**src/rtl/sat_pkg.sv**
```systemverilog
// Shared types and sizing for the clause-database front end.
`ifndef VAR_PER_CLAUSE
`define VAR_PER_CLAUSE 5
`endif
`ifndef MAX_VARS_BITS
`define MAX_VARS_BITS 8
`endif
`ifndef MAX_CLAUSES_BITS
`define MAX_CLAUSES_BITS 8
`endif

package sat_pkg;
   localparam int VAR_PER_CLAUSE   = `VAR_PER_CLAUSE;
   localparam int MAX_VARS_BITS    = `MAX_VARS_BITS;
   localparam int MAX_CLAUSES_BITS = `MAX_CLAUSES_BITS;
   localparam int CNT_BITS         = $clog2(VAR_PER_CLAUSE + 1);

   localparam logic [CNT_BITS-1:0] SLOT_MAX = CNT_BITS'(VAR_PER_CLAUSE);

   typedef struct packed {
      logic [MAX_VARS_BITS-1:0] vid;
      logic                     neg;
   } literal_t;

   // Field order mirrors the database push port: slot 0 sits in the low bits.
   typedef struct packed {
      logic [VAR_PER_CLAUSE-1:0]                    mask;
      logic [VAR_PER_CLAUSE-1:0]                    pole;
      logic [VAR_PER_CLAUSE-1:0][MAX_VARS_BITS-1:0] vid;
   } clause_t;

   typedef enum logic [1:0] {ACCUM, PUSH, DONE, ERR} loader_state_t;
   typedef enum logic [1:0] {NONE, OVERFLOW, DB_FULL, TRUNC} loader_err_t;

   function automatic logic [MAX_CLAUSES_BITS:0] sat_inc(input logic [MAX_CLAUSES_BITS:0] v);
      return (&v) ? v : v + 1'b1;
   endfunction
endpackage

```
**src/rtl/clause_dup_check.sv**
```systemverilog
// Compares one incoming literal against every occupied slot of the clause being built.
// Purely combinational; no backpressure of its own.
module clause_dup_check
   import sat_pkg::*;
(
   input  clause_t  slots,
   input  literal_t lit,
   output logic     dup,
   output logic     taut
);
   always_comb begin
      dup  = 1'b0;
      taut = 1'b0;
      for (int i = 0; i < VAR_PER_CLAUSE; i++) begin
         if (slots.mask[i] && (slots.vid[i] == lit.vid)) begin
            // pole is 1 for a positive literal, so equal pole/neg means opposite sign
            if (slots.pole[i] == lit.neg)
               taut = 1'b1;
            else
               dup = 1'b1;
         end
      end
   end
endmodule

```
**src/rtl/clause_loader.sv**
```systemverilog
// Packs a literal stream into one database push per clause, dropping duplicates and tautologies.
// Push lands the cycle after the last beat; lit_ready drops during the push and in DONE/ERR.
module clause_loader
   import sat_pkg::*;
(
   input  logic                                         clock,
   input  logic                                         reset,
   input  logic                                         lit_valid,
   output logic                                         lit_ready,
   input  logic [MAX_VARS_BITS-1:0]                     lit_var,
   input  logic                                         lit_neg,
   input  logic                                         lit_last,
   input  logic                                         stream_end,
   output logic                                         db_push,
   output logic [VAR_PER_CLAUSE-1:0]                    db_mask,
   output logic [VAR_PER_CLAUSE-1:0]                    db_pole,
   output logic [VAR_PER_CLAUSE-1:0][MAX_VARS_BITS-1:0] db_var,
   input  logic                                         db_full,
   output logic [MAX_CLAUSES_BITS:0]                    clause_count,
   output logic [MAX_CLAUSES_BITS:0]                    taut_count,
   output logic                                         done,
   output logic                                         error,
   output logic [1:0]                                   err_code
);
   loader_state_t             state_q, state_d;
   clause_t                   slots_q, slots_d;
   logic [CNT_BITS-1:0]       cnt_q, cnt_d;
   logic                      taut_q, taut_d;
   logic                      pend_q, pend_d;
   loader_err_t               err_q, err_d;
   logic [MAX_CLAUSES_BITS:0] ccnt_q, ccnt_d;
   logic [MAX_CLAUSES_BITS:0] tcnt_q, tcnt_d;

   literal_t lit;
   logic     hit_dup, hit_taut;
   logic     xfer, taut_now, ovf;

   assign lit = '{vid: lit_var, neg: lit_neg};

   clause_dup_check u_dup (
      .slots (slots_q),
      .lit   (lit),
      .dup   (hit_dup),
      .taut  (hit_taut)
   );

   assign xfer = lit_valid && (state_q == ACCUM);

   always_comb begin
      state_d  = state_q;
      slots_d  = slots_q;
      cnt_d    = cnt_q;
      taut_d   = taut_q;
      pend_d   = pend_q;
      err_d    = err_q;
      ccnt_d   = ccnt_q;
      tcnt_d   = tcnt_q;
      taut_now = taut_q;
      ovf      = 1'b0;
      case (state_q)
         ACCUM: begin
            if (xfer) begin
               if (hit_taut)
                  taut_now = 1'b1;
               else if (!hit_dup) begin
                  if (cnt_q < SLOT_MAX) begin
                     slots_d.vid[cnt_q]  = lit_var;
                     slots_d.pole[cnt_q] = ~lit_neg;
                     slots_d.mask[cnt_q] = 1'b1;
                     cnt_d               = cnt_q + 1'b1;
                  end else
                     ovf = 1'b1;
               end
            end
            if (ovf) begin
               state_d = ERR;
               err_d   = OVERFLOW;
            end else if (xfer && lit_last) begin
               if (taut_now) begin
                  slots_d = '0;
                  cnt_d   = '0;
                  taut_d  = 1'b0;
                  tcnt_d  = sat_inc(tcnt_q);
                  if (stream_end)
                     state_d = DONE;
               end else begin
                  state_d = PUSH;
                  pend_d  = stream_end;
               end
            end else begin
               taut_d = taut_now;
               if (stream_end) begin
                  if (!xfer && (cnt_q == '0) && !taut_q)
                     state_d = DONE;
                  else begin
                     state_d = ERR;
                     err_d   = TRUNC;
                  end
               end
            end
         end
         PUSH: begin
            if (db_full) begin
               state_d = ERR;
               err_d   = DB_FULL;
            end else begin
               ccnt_d  = sat_inc(ccnt_q);
               slots_d = '0;
               cnt_d   = '0;
               pend_d  = 1'b0;
               state_d = (pend_q || stream_end) ? DONE : ACCUM;
            end
         end
         default: ;
      endcase
   end

   always_ff @(posedge clock) begin
      if (reset) begin
         state_q <= ACCUM;
         slots_q <= '0;
         cnt_q   <= '0;
         taut_q  <= 1'b0;
         pend_q  <= 1'b0;
         err_q   <= NONE;
         ccnt_q  <= '0;
         tcnt_q  <= '0;
      end else begin
         state_q <= state_d;
         slots_q <= slots_d;
         cnt_q   <= cnt_d;
         taut_q  <= taut_d;
         pend_q  <= pend_d;
         err_q   <= err_d;
         ccnt_q  <= ccnt_d;
         tcnt_q  <= tcnt_d;
      end
   end

   // Reset squashes a push already in flight, so the database never sees a partial clause.
   assign db_push      = (state_q == PUSH) && !db_full && !reset;
   assign db_mask      = db_push ? slots_q.mask : '0;
   assign db_pole      = db_push ? slots_q.pole : '0;
   assign db_var       = db_push ? slots_q.vid  : '0;
   assign lit_ready    = (state_q == ACCUM);
   assign done         = (state_q == DONE);
   assign error        = (state_q == ERR);
   assign err_code     = err_q;
   assign clause_count = ccnt_q;
   assign taut_count   = tcnt_q;
endmodule

```
**config.mk**
```make
export PLATFORM = sky130hd
export DESIGN_NAME = clause_loader
export DESIGN_NICKNAME = d
export VERILOG_FILES = /design/src/rtl/sat_pkg.sv /design/src/rtl/clause_dup_check.sv /design/src/rtl/clause_loader.sv
export SDC_FILE = /design/constraint.sdc
export NUM_CORES = 1
export LEC_CHECK = 0
export BUFFER_PORTS_ARGS = -buffer_cell sky130_fd_sc_hd__buf_2
export CAP_MARGIN = 10
export CORE_MARGIN = 3
export CORE_UTILIZATION = 41
export CTS_BUF_LIST = sky130_fd_sc_hd__clkbuf_2 sky130_fd_sc_hd__clkbuf_4 sky130_fd_sc_hd__clkbuf_8
export CTS_CLUSTER_DIAMETER = 150
export DETAILED_ROUTE_END_ITERATION = 12
export PLACE_DENSITY = 0.59
export SYNTH_ARGS = -nofsm -noshare
export SYNTH_HDL_FRONTEND = slang
export SYNTH_SLANG_ARGS = --single-unit
```
**constraint.sdc**
```tcl
create_clock -name clock -period 4.75 [get_ports clock]
set_input_delay 0.7125 -clock clock [delete_from_list [all_inputs] [get_ports clock]]
set_output_delay 0.7125 -clock clock [all_outputs]
set_load 0.05 [all_outputs]
```
Word-level counts from Yosys, hierarchy flattened
Cells that the tools add are included.
{"block": "op_classes", "n_addsub": 3, "n_lt_le_gt_ge": 3, "n_eq_ne": 24, "muxes": 77, "bitwise": 6, "reduce_logical": 29}
{"cell": "$mux 50", "count": 8}
{"cell": "$pmux 50 s2", "count": 1}
{"cell": "$bwmux 40", "count": 1}
{"cell": "$eq 8x8->1", "count": 5}
{"cell": "$mux 40", "count": 1}
{"cell": "$mux 1", "count": 36}
{"cell": "$demux 8 s3", "count": 1}
{"cell": "$mux 2", "count": 12}
{"cell": "$mux 3", "count": 8}
{"cell": "$add 9x1->9 const B", "count": 2}
{"cell": "$reduce_and 9->1", "count": 2}
{"cell": "$reduce_and 5->1", "count": 3}
{"cell": "$logic_and 1x1->1", "count": 12}
{"cell": "$mux 5", "count": 2}
{"cell": "$reduce_and 3->1", "count": 3}
{"cell": "$mux 8", "count": 1}
{"cell": "$ne 2x2->1 const B", "count": 4}
{"cell": "$pmux 2 s2", "count": 2}
{"cell": "$ne 3x3->1 const B", "count": 2}
{"cell": "$pmux 3 s2", "count": 1}
{"cell": "$bwmux 5", "count": 1}
{"cell": "$eq 1x1->1", "count": 5}
{"cell": "$not 1->1", "count": 5}
{"cell": "$or 5x5->5", "count": 1}
{"cell": "18 further kinds", "count": 23}
{"block": "word_totals", "regBits": 77, "output_inout_bits": 74, "elab_cells": 156}

Logic depth before layout (Yosys ltp)
Gate-level depths: netlist (run 1).
{"block": "depth", "ltp_word": 18, "depth_mapped": 10, "mapped_depth_nobuf": 9}

Hierarchy
A second synthesis (run 1) with hierarchy kept.
{"block": "unflattened", "cells_unflattened": 451, "area_unflattened_um2": 4205.3}
{"module": "clause_loader", "n_inst": 1, "cells_each": 369, "area_each_um2": 3550.9, "seq_area_each_um2": 1541.5}
{"module": "clause_dup_check", "n_inst": 1, "cells_each": 82, "area_each_um2": 654.4, "seq_area_each_um2": 0.0}

Worst setup path after synthesis (run 1)
Ideal clock, no wire load.
{"block": "synth_timing", "kind": "in2out", "from": "input port reset", "to": "output port db_var[19] (netlist name)", "arrival_ps": 2253, "t_required_ps": 4038, "path_slack_ps": 1785, "path_stages": 3, "n_path_buf": 2, "path_cell_list": "buf_1 -> clkbuf_1 -> nor3_1"}
{"element": "from (decl)", "line": "clause_loader.sv:7", "rtl": "input logic reset,"}
{"element": "to (decl)", "line": "clause_loader.sv:17", "rtl": "output logic [VAR_PER_CLAUSE-1:0][MAX_VARS_BITS-1:0] db_var,"}

Worst setup path after layout (run 1)
{"block": "layout_timing", "from": "input port lit_var[3]", "to": "register tcnt_q[5] (netlist: taut_count[5])"}
{"block": "layout_via", "elab_chain_len": 17}
{"element": "from (decl)", "line": "clause_loader.sv:10", "rtl": "input logic [MAX_VARS_BITS-1:0] lit_var,"}
{"element": "$eq 8x8->1", "line": "clause_dup_check.sv:15", "rtl": "if (slots.mask[i] && (slots.vid[i] == lit.vid)) begin"}
{"element": "$logic_and 1x1->1", "line": "clause_dup_check.sv:15"}
{"element": "$mux 1", "line": "clause_dup_check.sv:15"}
{"element": "$mux 1", "line": "clause_dup_check.sv:17", "rtl": "if (slots.pole[i] == lit.neg)"}
{"element": "$mux 1", "line": "clause_dup_check.sv:15"}
{"element": "$mux 1", "line": "clause_dup_check.sv:17"}
{"element": "$mux 1", "line": "clause_dup_check.sv:15"}
{"element": "$mux 1", "line": "clause_dup_check.sv:17"}
{"element": "$mux 1", "line": "clause_dup_check.sv:15"}
{"element": "$mux 1", "line": "clause_dup_check.sv:17"}
{"element": "$mux 1", "line": "clause_dup_check.sv:15"}
{"element": "$mux 1", "line": "clause_loader.sv:65", "rtl": "else if (!hit_dup) begin"}
{"element": "$mux 1", "line": "clause_loader.sv:63", "rtl": "if (hit_taut)"}
{"element": "$mux 1", "line": "clause_loader.sv:62", "rtl": "if (xfer) begin"}
{"element": "$mux 1", "line": "clause_loader.sv:60", "rtl": "case (state_q)"}
{"element": "$not 1->1 (no line)"}
{"element": "$reduce_and 5->1 (no line) (*)"}
{"element": "to (signal assigned)", "line": "clause_loader.sv:136", "rtl": "tcnt_q <= tcnt_d;"}
{"element": "to (decl)", "line": "clause_loader.sv:32", "rtl": "logic [MAX_CLAUSES_BITS:0] tcnt_q, tcnt_d;"}
Every way passes the cells marked *; elsewhere a longest branch is shown, timed or not. The select of a mux whose other input is x is not followed.
A chain may end at the register's enable or synchronous reset.

==> impl_summary.log, run 1 <==
INFO  metric global_route.usage.met1 = 28.0%
INFO  metric clock_latency = 360 ps
INFO  metric synth_nets = 518
INFO  metric timing_max_transition_violations_final = 0
INFO  metric post_synthesis_cell_area = 0.00451 sq mm
INFO  metric grt_max_degree = 52
INFO  metric clock_tree.root_cell = clkbuf_8
INFO  metric cts_setup_buffers = 0
INFO  metric achievable-frequency = 287 MHz
INFO  metric synthDistinctLibCells = 63
INFO  metric final_core_utilization = 48.7%
INFO  metric first_global_vias = 4071
INFO  metric fin_worst_hold_slack = 483 ps
INFO  metric max_slew_margin = 41.9%
INFO  metric setup_tns = 0 ps
INFO  metric crit_type = in2reg
INFO  metric portBuffers = 88
INFO  metric num_rows = 37
INFO  metric detailed_place_hpwl = 9320 microns
INFO  metric io_pins = 89
INFO  metric drt_via_density = 5.82
INFO  metric groute.layer.met3.usage = 2.95%
INFO  metric yosysSeqAreaShare = 34.2%
INFO  metric ff2ff_setup_slack = 1480 ps
INFO  metric dr.first_iter.drc_count = 290
INFO  metric endpoint_arrival_time_on_the_critical_path = 3780 ps
INFO  metric global_route.overflow_total = 0
INFO  metric finalWirelength = 12800 microns
INFO  metric critical_path.reg2reg.startpoint = slots_q[38]$_SDFFE_PP0P_
INFO  metric synth-main-ff-cell = dfxtp_1
INFO  metric start_kind = input pin
INFO  metric drv_cap = 0
INFO  metric timing_hold_violations_final = 0
INFO  metric grt_antenna_before_repair = 0
INFO  metric die_height = 111 microns
INFO  metric die_area = 0.0123 sq mm
INFO  metric postLayoutCellArea = 0.00511 sq mm
INFO  metric post_layout_nonfiller_instances = 705
INFO  metric final_net_count = 586
INFO  metric synth_enable_flop_cells = 0
INFO  metric initial_core_utilization = 42.9%
INFO  metric leakagePower = 2.18 nW
INFO  metric synth.ff_latch_count = 77
INFO  metric startpoint = lit_var[3]
INFO  metric core_outline_area = 0.0105 sq mm
INFO  metric run_status = finished, final reports clean
INFO  metric ys_async_sr_fraction = 0%
INFO  metric tritoncts_clock_tree = yes
INFO  metric setup_viol_count_final = 0
INFO  metric antennaDiodeCount = 0
INFO  metric number_of_sinks_handled_by_clock_tree_synthesis = 77
INFO  metric r2r_cells = 8
INFO  metric min_path_cells = 1
INFO  metric final.period_utilization = 73.3%
INFO  metric drt.antenna.violating_nets = 0
INFO  metric post_route_cells_drive_above_1_share = 24.4%
INFO  metric holdCritPathClass = reg2reg
INFO  metric vdd.ir_drop.worst = 126 uV
INFO  metric worst_pin_slew = 865 ps
INFO  metric total_instance_count_after_detailed_placement = 690
INFO  metric setup_repair_after_global_routing_missed_its_margin = false
INFO  metric num_vias = 4102
INFO  metric yosysWarnings = 0
INFO  metric clockBufferDepth = 2
INFO  metric route.detailed.wl_per_inst = 18.1 microns
INFO  metric synthesis.instances = 497
INFO  metric cts_hold_buffers = 0
INFO  metric crit-reg2reg-capture = taut_count[5]$_SDFFE_PP0P_
INFO  metric postCtsResizedCells = 0
INFO  metric grt_most_used_layer = met2
INFO  metric crit_end_element = register
INFO  metric detail_route.drc_violations = 0
INFO  metric worst-path-max-fanout = 13
INFO  metric skew = 6.81 ps
INFO  metric flow.area_growth_from_synthesis = 13.5%
INFO  metric gp_congestion = 0.899
INFO  metric holdCritStartpoint = slots_q[8]$_SDFFE_PP0P_
INFO  metric cts_buffers = 9
INFO  metric shortest_clock_period_the_worst_path_allows_after_layout = 3480 ps
INFO  metric cts_max_level = 3
INFO  metric met2_usage = 33.8%
INFO  metric required = 5040 ps
INFO  metric clock_pin_slew_on_the_worst_setup_and_hold_paths = 80 ps
INFO  metric wire_length_of_the_first_global_routing_pass = 21200 microns
INFO  metric synth_area_per_cell = 9.07 sq um
INFO  metric chipWidth = 111 microns
INFO  metric detail_route.first_pass.iterations = 4
INFO  metric overall_track_demand_over_capacity_in_global_routing = 20.8%
INFO  metric whs_endpoint = slots_q[8]$_SDFFE_PP0P_
INFO  metric postPlaceCellArea = 0.00493 sq mm
INFO  metric pwr_density_cell = 286 mW/mm^2
## per-stage QoR
step | power, W | setup WS [ps]
floorplan | 0.000927 | 1780
global placement | 0.000981 | 959
detailed placement | 0.000986 | 910
CTS | 0.00147 | 1270
global route | 0.00152 | 1110
finish | 0.00146 | 1270
## worst max-delay path: stages
cell and delay, ps:
buf_2 250, xnor2_1 180, nand4_1 140, nor4_1 440
nor4_1 150, a22oi_2 680, o21ai_1 490, or4_1 580
a21oi_1 150
## how the worst max path moves through the flow
stage	slack, ps	end
6_report	1270	taut_count[5]$_SDFFE_PP0P_
2_1_floorplan	1780	db_var[19]
5_1_grt	1110	taut_count[5]$_SDFFE_PP0P_
3_3_place_gp	960	taut_count[5]$_SDFFE_PP0P_
4_1_cts	1270	taut_count[5]$_SDFFE_PP0P_
3_5_place_dp	910	taut_count[5]$_SDFFE_PP0P_
## state kept, by name, summed over array words and instances (netlist names)
register / count
taut_count: 9
pend_q: 1
slots_q: 50
clause_count: 9
taut_q: 1
err_code: 2
cnt_q: 3
state_q: 2
## cells by family (layout without fill, tap and decap cells)
| kind of cell | count (synthesis) | count (layout) | synth area share [%] |
|---|---|---|---|
| multiplexers | 4 | 4 | 0.889 |
| AND/OR/NAND/NOR | 202 | 202 | 26.0 |
| AO/OA/AOI/OAI | 114 | 114 | 21.8 |
| adder cells (fa/ha/maj) | 6 | 6 | 1.67 |
| flip-flops | 77 | 77 | 34.2 |
| XOR/XNOR | 48 | 48 | 9.66 |
| buffers and inverters | 46 | 118 | 5.75 |
## power breakdown
part | internal (W) | switching (W) | total [W]
sequential | 0.000662 | 0.0000257 | 0.000688
clock | 0.000243 | 0.000245 | 0.000488
combinational | 0.0000840 | 0.000203 | 0.000287
total | 0.000989 | 0.000474 | 0.00146
## routing by layer
| layer | share of wire (%) | routed length, microns |
|---|---|---|
| met1 | 48 | 6190 |
| met2 | 46 | 5880 |
| met3 | 3.3 | 417 |
| met4 | 2.1 | 274 |
| met5 | 0 | 0 |
## area by class of cell
class	instances	area, sq um
tap	136	170
clock buffer	10	131
timing repair buffer	92	470
inverter	11	41.3
fill	1034	5390
clock inverter	5	52.6
sequential	77	1540
multi-input combinational	374	2710
## synth_stat cells, drive strengths merged, types with 3 or more instances
cell,n,area [sq um]
and3,54,338
o31ai,8,87.6
o2bb2ai,21,184
o211ai,3,22.5
nor2b,8,50.1
nor4,8,80.1
or3,4,25.0
xnor2,37,339
nand2b,7,43.8
a22o,10,88.8
xor2,11,96.3
clkbuf,17,63.8
nor2,27,104
a32o,20,200
nor3,20,138
inv,10,37.5
nand3,22,115
dfxtp,77,1540
mux2i,4,40.0
ha,6,75.1
buf,18,154
nand4,12,87.6
or4,3,22.5
a21oi,20,119
nand2,33,124
o21ai,12,71.3
## cell usage in the layout, fill, tap and decap left out, types with 7 or more instances in the layout
master and n:
a32o_1 20, o2bb2ai_1 21, nand2b_1 7, buf_2 88
clkbuf_8 9, xnor2_1 35, a21oi_1 17, nand4_1 10
nor2_1 25, xor2_1 11, nand3_1 21, nor2b_1 8
dfxtp_1 77, nand2_1 33, a22o_1 9, inv_1 9
nor3_1 15, and3_1 54
(Power assumes the default switching activity.)
==> run 2: changes to the inputs <==
PLACE_DENSITY = 0.62   (was 0.59)
clock period = 3.18 ns   (was 4.75 ns; I/O delays follow)
==> impl_summary.log, run 2 (same netlist as run 1, synthesis figures left out) <==
INFO  metric run_status = finished, final reports clean
INFO  metric cts_setup_buffers = 0
INFO  metric crit_end_element = register
INFO  metric grt_max_degree = 64
INFO  metric pwr_density_cell = 436 mW/mm^2
INFO  metric holdCritPathClass = in2reg
INFO  metric holdCritStartpoint = lit_last
INFO  metric timing_hold_violations_final = 0
INFO  metric max_slew_margin = 44.8%
INFO  metric skew = 14.8 ps
INFO  metric endpoint_arrival_time_on_the_critical_path = 3030 ps
INFO  metric critical_path.reg2reg.startpoint = slots_q[0]$_SDFFE_PP0P_
INFO  metric die_height = 111 microns
INFO  metric antennaDiodeCount = 0
INFO  metric required = 3490 ps
INFO  metric num_rows = 37
INFO  metric power.share.clock = 35.6%
INFO  metric share_comb_of_total_power = 20.0%
INFO  metric shortest_clock_period_the_worst_path_allows_after_layout = 2720 ps
INFO  metric dr.first_iter.drc_count = 315
INFO  metric wire_length_of_the_first_global_routing_pass = 20300 microns
INFO  metric chipWidth = 111 microns
INFO  metric drv_cap = 0
INFO  metric final.period_utilization = 85.7%
INFO  metric finalWirelength = 12300 microns
INFO  metric flow.area_growth_from_synthesis = 16.0%
INFO  metric final_net_count = 597
INFO  metric start_kind = register
INFO  metric worst-path-max-fanout = 20
INFO  metric route.detailed.wl_per_inst = 17.2 microns
INFO  metric core_outline_area = 0.0105 sq mm
INFO  metric detail_route.drc_violations = 0
INFO  metric clockBufferDepth = 2
INFO  metric setup_tns = 0 ps
INFO  metric most_common_library_cell_in_the_layout_ignoring_fill_and_taps = buf_2
INFO  metric cts_hold_buffers = 0
INFO  metric achievable-frequency = 367 MHz
INFO  metric num-fill-cells = 1019
INFO  metric drt_via_density = 5.77
INFO  metric clock_tree.root_cell = clkbuf_8
INFO  metric detailed_place_hpwl = 8930 microns
INFO  metric number_of_sinks_handled_by_clock_tree_synthesis = 77
INFO  metric vdd.ir_drop.worst = 211 uV
INFO  metric setup_repair_after_global_routing_missed_its_margin = false
INFO  metric initial_core_utilization = 42.9%
INFO  metric first_global_vias = 3918
INFO  metric overall_track_demand_over_capacity_in_global_routing = 19.8%
INFO  metric detail_route.first_pass.iterations = 5
INFO  metric portBuffers = 88
INFO  metric tritoncts_clock_tree = yes
INFO  metric drt.antenna.violating_nets = 0
INFO  metric mostFrequentLayoutCells = buf_2, dfxtp_1, and3_1
INFO  metric cts_buffers = 9
INFO  metric largest_register_ff_count = 50
INFO  metric startpoint = slots_q[0]$_SDFFE_PP0P_
INFO  metric cts_max_level = 3
INFO  metric postLayoutCellArea = 0.00523 sq mm
INFO  metric gp_congestion = 0.850
INFO  metric die_area = 0.0123 sq mm
INFO  metric leakagePower = 2.25 nW
INFO  metric io_pins = 89
INFO  metric timing_max_transition_violations_final = 0
INFO  metric setup_viol_count_final = 0
INFO  metric num_vias = 4137
INFO  metric largest-register = slots_q
INFO  metric postPlaceCellArea = 0.00501 sq mm
INFO  metric share_seq_of_total_power = 44.5%
INFO  metric worst_pin_slew = 823 ps
INFO  metric fin_worst_hold_slack = 432 ps
INFO  metric crit_type = reg2reg
INFO  metric global_route.overflow_total = 0
INFO  metric cellInternalPower = 0.00151 W
INFO  metric power.net_switching = 0.000766 W
INFO  metric postCtsResizedCells = 0
INFO  metric grt_antenna_before_repair = 0
INFO  metric post_route_cells_drive_above_1_share = 26.0%
INFO  metric power.switching_fraction = 33.7%
INFO  metric clock_pin_slew_on_the_worst_setup_and_hold_paths = 90 ps
INFO  metric clock_latency = 370 ps
==> run 2: layer usage <==
layer,global-route usage [%],vias to the layer above,part of all wire [%]
met5,0,-,0
met4,4.52,0,0.56
met1,26.9,1972,47
met3,4.20,8,6.0
met2,32.4,143,46
li1,-,2014,-
==> run 2: worst max-delay path, cell delays in order (launching register included) <==
cell and delay, ps:
dfxtp_1 400, xnor2_1 110, nand4_1 130, nor4_1 70, nor4_1 520, a22o_2 320
a21oi_4 70, buf_4 160, nor3_4 600, a32o_1 280
==> run 2: worst paths after layout <==
kind | slack [ps] | depth (start not counted) | endpoint
setup / recovery | 460 | 9 | slots_q[11]$_SDFFE_PP0P_
hold / removal | 430 | 4 | taut_q$_SDFFE_PP0P_
setup reg to reg | 460 | 9 | slots_q[11]$_SDFFE_PP0P_
hold reg to reg | 470 | 1 | slots_q[8]$_SDFFE_PP0P_
==> run 2: stage by stage <==
step	power [W]	std cells	setup slack, ps	util, %
2_1_floorplan	0.00139	497	424	-
3_3_place_gp	0.00148	701	225	47.7
3_5_place_dp	0.00149	701	163	47.7
4_1_cts	0.00229	717	494	49.7
5_1_grt	0.00238	717	261	49.7
6_report	0.00228	717	455	49.7
==> run 2: cell type report <==
cell class                 count  area, sq um  area share [%]
clock inverter                 7         87.6            1.68
multi-input combinational    374         2710            51.8
clock buffer                   9          124            2.37
inverter                      11         41.3           0.790
timing repair buffer         103          553            10.6
sequential                    77         1540            29.5
tap                          136          170            3.26
==> run 2: power by group through the flow <==
stage	Combinational [W]	Clock [W]	Sequential (W)
2_1_floorplan	0.000339	0	0.00105
3_3_place_gp	0.000445	0	0.00103
3_5_place_dp	0.000451	0	0.00103
4_1_cts	0.000454	0.000826	0.00101
5_1_grt	0.000493	0.000871	0.00102
6_report	0.000455	0.000810	0.00101
==> run 3: changes to the inputs <==
CELL_PAD_IN_SITES_DETAIL_PLACEMENT = 0   (was unset)
CELL_PAD_IN_SITES_GLOBAL_PLACEMENT = 1   (was unset)
CORE_UTILIZATION = 39   (was 41)
MAX_ROUTING_LAYER = met4   (was unset)
PLACE_DENSITY = 0.76   (was 0.62)
==> impl_summary.log, run 3 (same netlist as run 1, synthesis figures left out) <==
INFO  metric cts_max_level = 3
INFO  metric cts_buffers = 9
INFO  metric max_slew_margin = 39.2%
INFO  metric fin_worst_hold_slack = 415 ps
INFO  metric shortest_clock_period_the_worst_path_allows_after_layout = 2710 ps
INFO  metric final_net_count = 593
INFO  metric clock_pin_slew_on_the_worst_setup_and_hold_paths = 80 ps
INFO  metric mostFrequentLayoutCells = buf_2, dfxtp_1, and3_1
INFO  metric largest_register_ff_count = 50
INFO  metric setup_tns = 0 ps
INFO  metric antennaDiodeCount = 0
INFO  metric io_pins = 89
INFO  metric worstPathCellList = xnor2_1 -> nand4_1 -> nor4_1 -> nor4_1 -> a22oi_2 -> o21ai_1 -> or4_1 -> a21oi_1
INFO  metric clock_tree.root_cell = clkbuf_8
INFO  metric endpoint_arrival_time_on_the_critical_path = 3000 ps
INFO  metric cts_hold_buffers = 0
INFO  metric detail_route.drc_violations = 0
INFO  metric cp_common_cell = nor4_1
INFO  metric global_route.overflow_total = 0
INFO  metric drv_cap = 0
INFO  metric detail_route.first_pass.iterations = 5
INFO  metric setup_repair_after_global_routing_missed_its_margin = false
INFO  metric drt_via_density = 5.80
INFO  metric final.period_utilization = 85.2%
INFO  metric first_global_vias = 3948
INFO  metric wire_length_of_the_first_global_routing_pass = 20700 microns
INFO  metric crit_type = reg2reg
INFO  metric num-fill-cells = 1105
INFO  metric finalWirelength = 12800 microns
INFO  metric tritoncts_clock_tree = yes
INFO  metric route.detailed.wl_per_inst = 17.9 microns
INFO  metric flow.area_growth_from_synthesis = 14.9%
INFO  metric detailed_place_hpwl = 9140 microns
INFO  metric leakagePower = 2.21 nW
INFO  metric setup_viol_count_final = 0
INFO  metric worst_pin_slew = 906 ps
INFO  metric die_height = 113 microns
INFO  metric num_rows = 38
INFO  metric holdCritPathClass = in2reg
INFO  metric cts_setup_buffers = 0
INFO  metric clock_latency = 360 ps
INFO  metric achievable-frequency = 369 MHz
INFO  metric run_status = finished, final reports clean
INFO  metric postCtsResizedCells = 0
INFO  metric clockBufferDepth = 2
INFO  metric critical_path.reg2reg.startpoint = slots_q[32]$_SDFFE_PP0P_
INFO  metric post_route_cells_drive_above_1_share = 25.5%
INFO  metric startpoint = slots_q[32]$_SDFFE_PP0P_
INFO  metric num_vias = 4157
INFO  metric pwr_density_cell = 420 mW/mm^2
INFO  metric overall_track_demand_over_capacity_in_global_routing = 20.5%
INFO  metric required = 3470 ps
INFO  metric crit_path_top_delay_cell = or4_1
INFO  metric drt.antenna.violating_nets = 0
INFO  metric chipWidth = 113 microns
INFO  metric dr.first_iter.drc_count = 365
INFO  metric grt_antenna_before_repair = 0
INFO  metric most_common_library_cell_in_the_layout_ignoring_fill_and_taps = buf_2
INFO  metric timing_hold_violations_final = 0
INFO  metric gp_congestion = 0.917
INFO  metric vdd.ir_drop.worst = 215 uV
INFO  metric worst-path-max-fanout = 13
INFO  metric number_of_sinks_handled_by_clock_tree_synthesis = 77
INFO  metric die_area = 0.0129 sq mm
INFO  metric grt_max_degree = 64
INFO  metric largest-register = slots_q
INFO  metric worst_path_largest_cell_delay = 570 ps
INFO  metric holdCritStartpoint = lit_last
INFO  metric initial_core_utilization = 40.7%
INFO  metric skew = 9.61 ps
INFO  metric timing_max_transition_violations_final = 0
INFO  metric finalPower = 0.00217 W
INFO  metric core_outline_area = 0.0111 sq mm
INFO  metric portBuffers = 88
INFO  metric start_kind = register
INFO  metric crit_end_element = register
==> run 3: report_power, final <==
group,switching [W],internal [W]
sequential,0.0000370,0.000989
clock,0.000367,0.000343
combinational,0.000305,0.000132
total,0.000709,0.00146
==> run 3: critical path: cells and delay by family, from the launching register on <==
family / cells / cell delay (ps)
and+or+nand+nor: 4 / 1290
AOI/OAI and AO/OA: 3 / 790
DFF: 1 / 330
xor gates and xnor gates: 1 / 230
==> run 3: worst paths after layout <==
path	to	slack, ps	cells past startpoint
worst max-delay path	taut_count[7]$_SDFFE_PP0P_	470	8
worst min-delay path	taut_q$_SDFFE_PP0P_	410	4
worst max register to register	taut_count[7]$_SDFFE_PP0P_	470	8
worst min register to register	slots_q[8]$_SDFFE_PP0P_	480	1
==> run 3: cell type report <==
| cell class | count | area (sq um) | share of cell area [%] |
|---|---|---|---|
| Tap cell | 140 | 175 | 3.38 |
| Sequential cell | 77 | 1540 | 29.8 |
| Clock inverter | 3 | 20.0 | 0.387 |
| Timing Repair Buffer | 99 | 523 | 10.1 |
| Multi-Input combinational cell | 374 | 2710 | 52.3 |
| Inverter | 11 | 41.3 | 0.798 |
| Clock buffer | 13 | 166 | 3.22 |
==> run 3: routing by layer <==
metal | up-vias | track usage [%] | share of wire (%) | wire (microns)
met1 | 2017 | 27.7 | 47 | 6070
met4 | 0 | 6.73 | 1.4 | 182
li1 | 2009 | - | - | -
met2 | 115 | 31.5 | 46 | 5960
met3 | 16 | 2.97 | 5.0 | 636
met5 | - | - | 0 | 0
==> run 3: metrics by stage <==
step / instances / setup WS, ps / utilization, % / instance area, sq um
floorplan: 497 / 424 / - / 4510
global placement: 701 / 207 / 45.0 / 4990
detailed placement: 701 / 176 / 45.0 / 4990
CTS: 717 / 519 / 46.7 / 5170
global route: 717 / 162 / 46.7 / 5170
finish: 717 / 471 / 46.7 / 5170
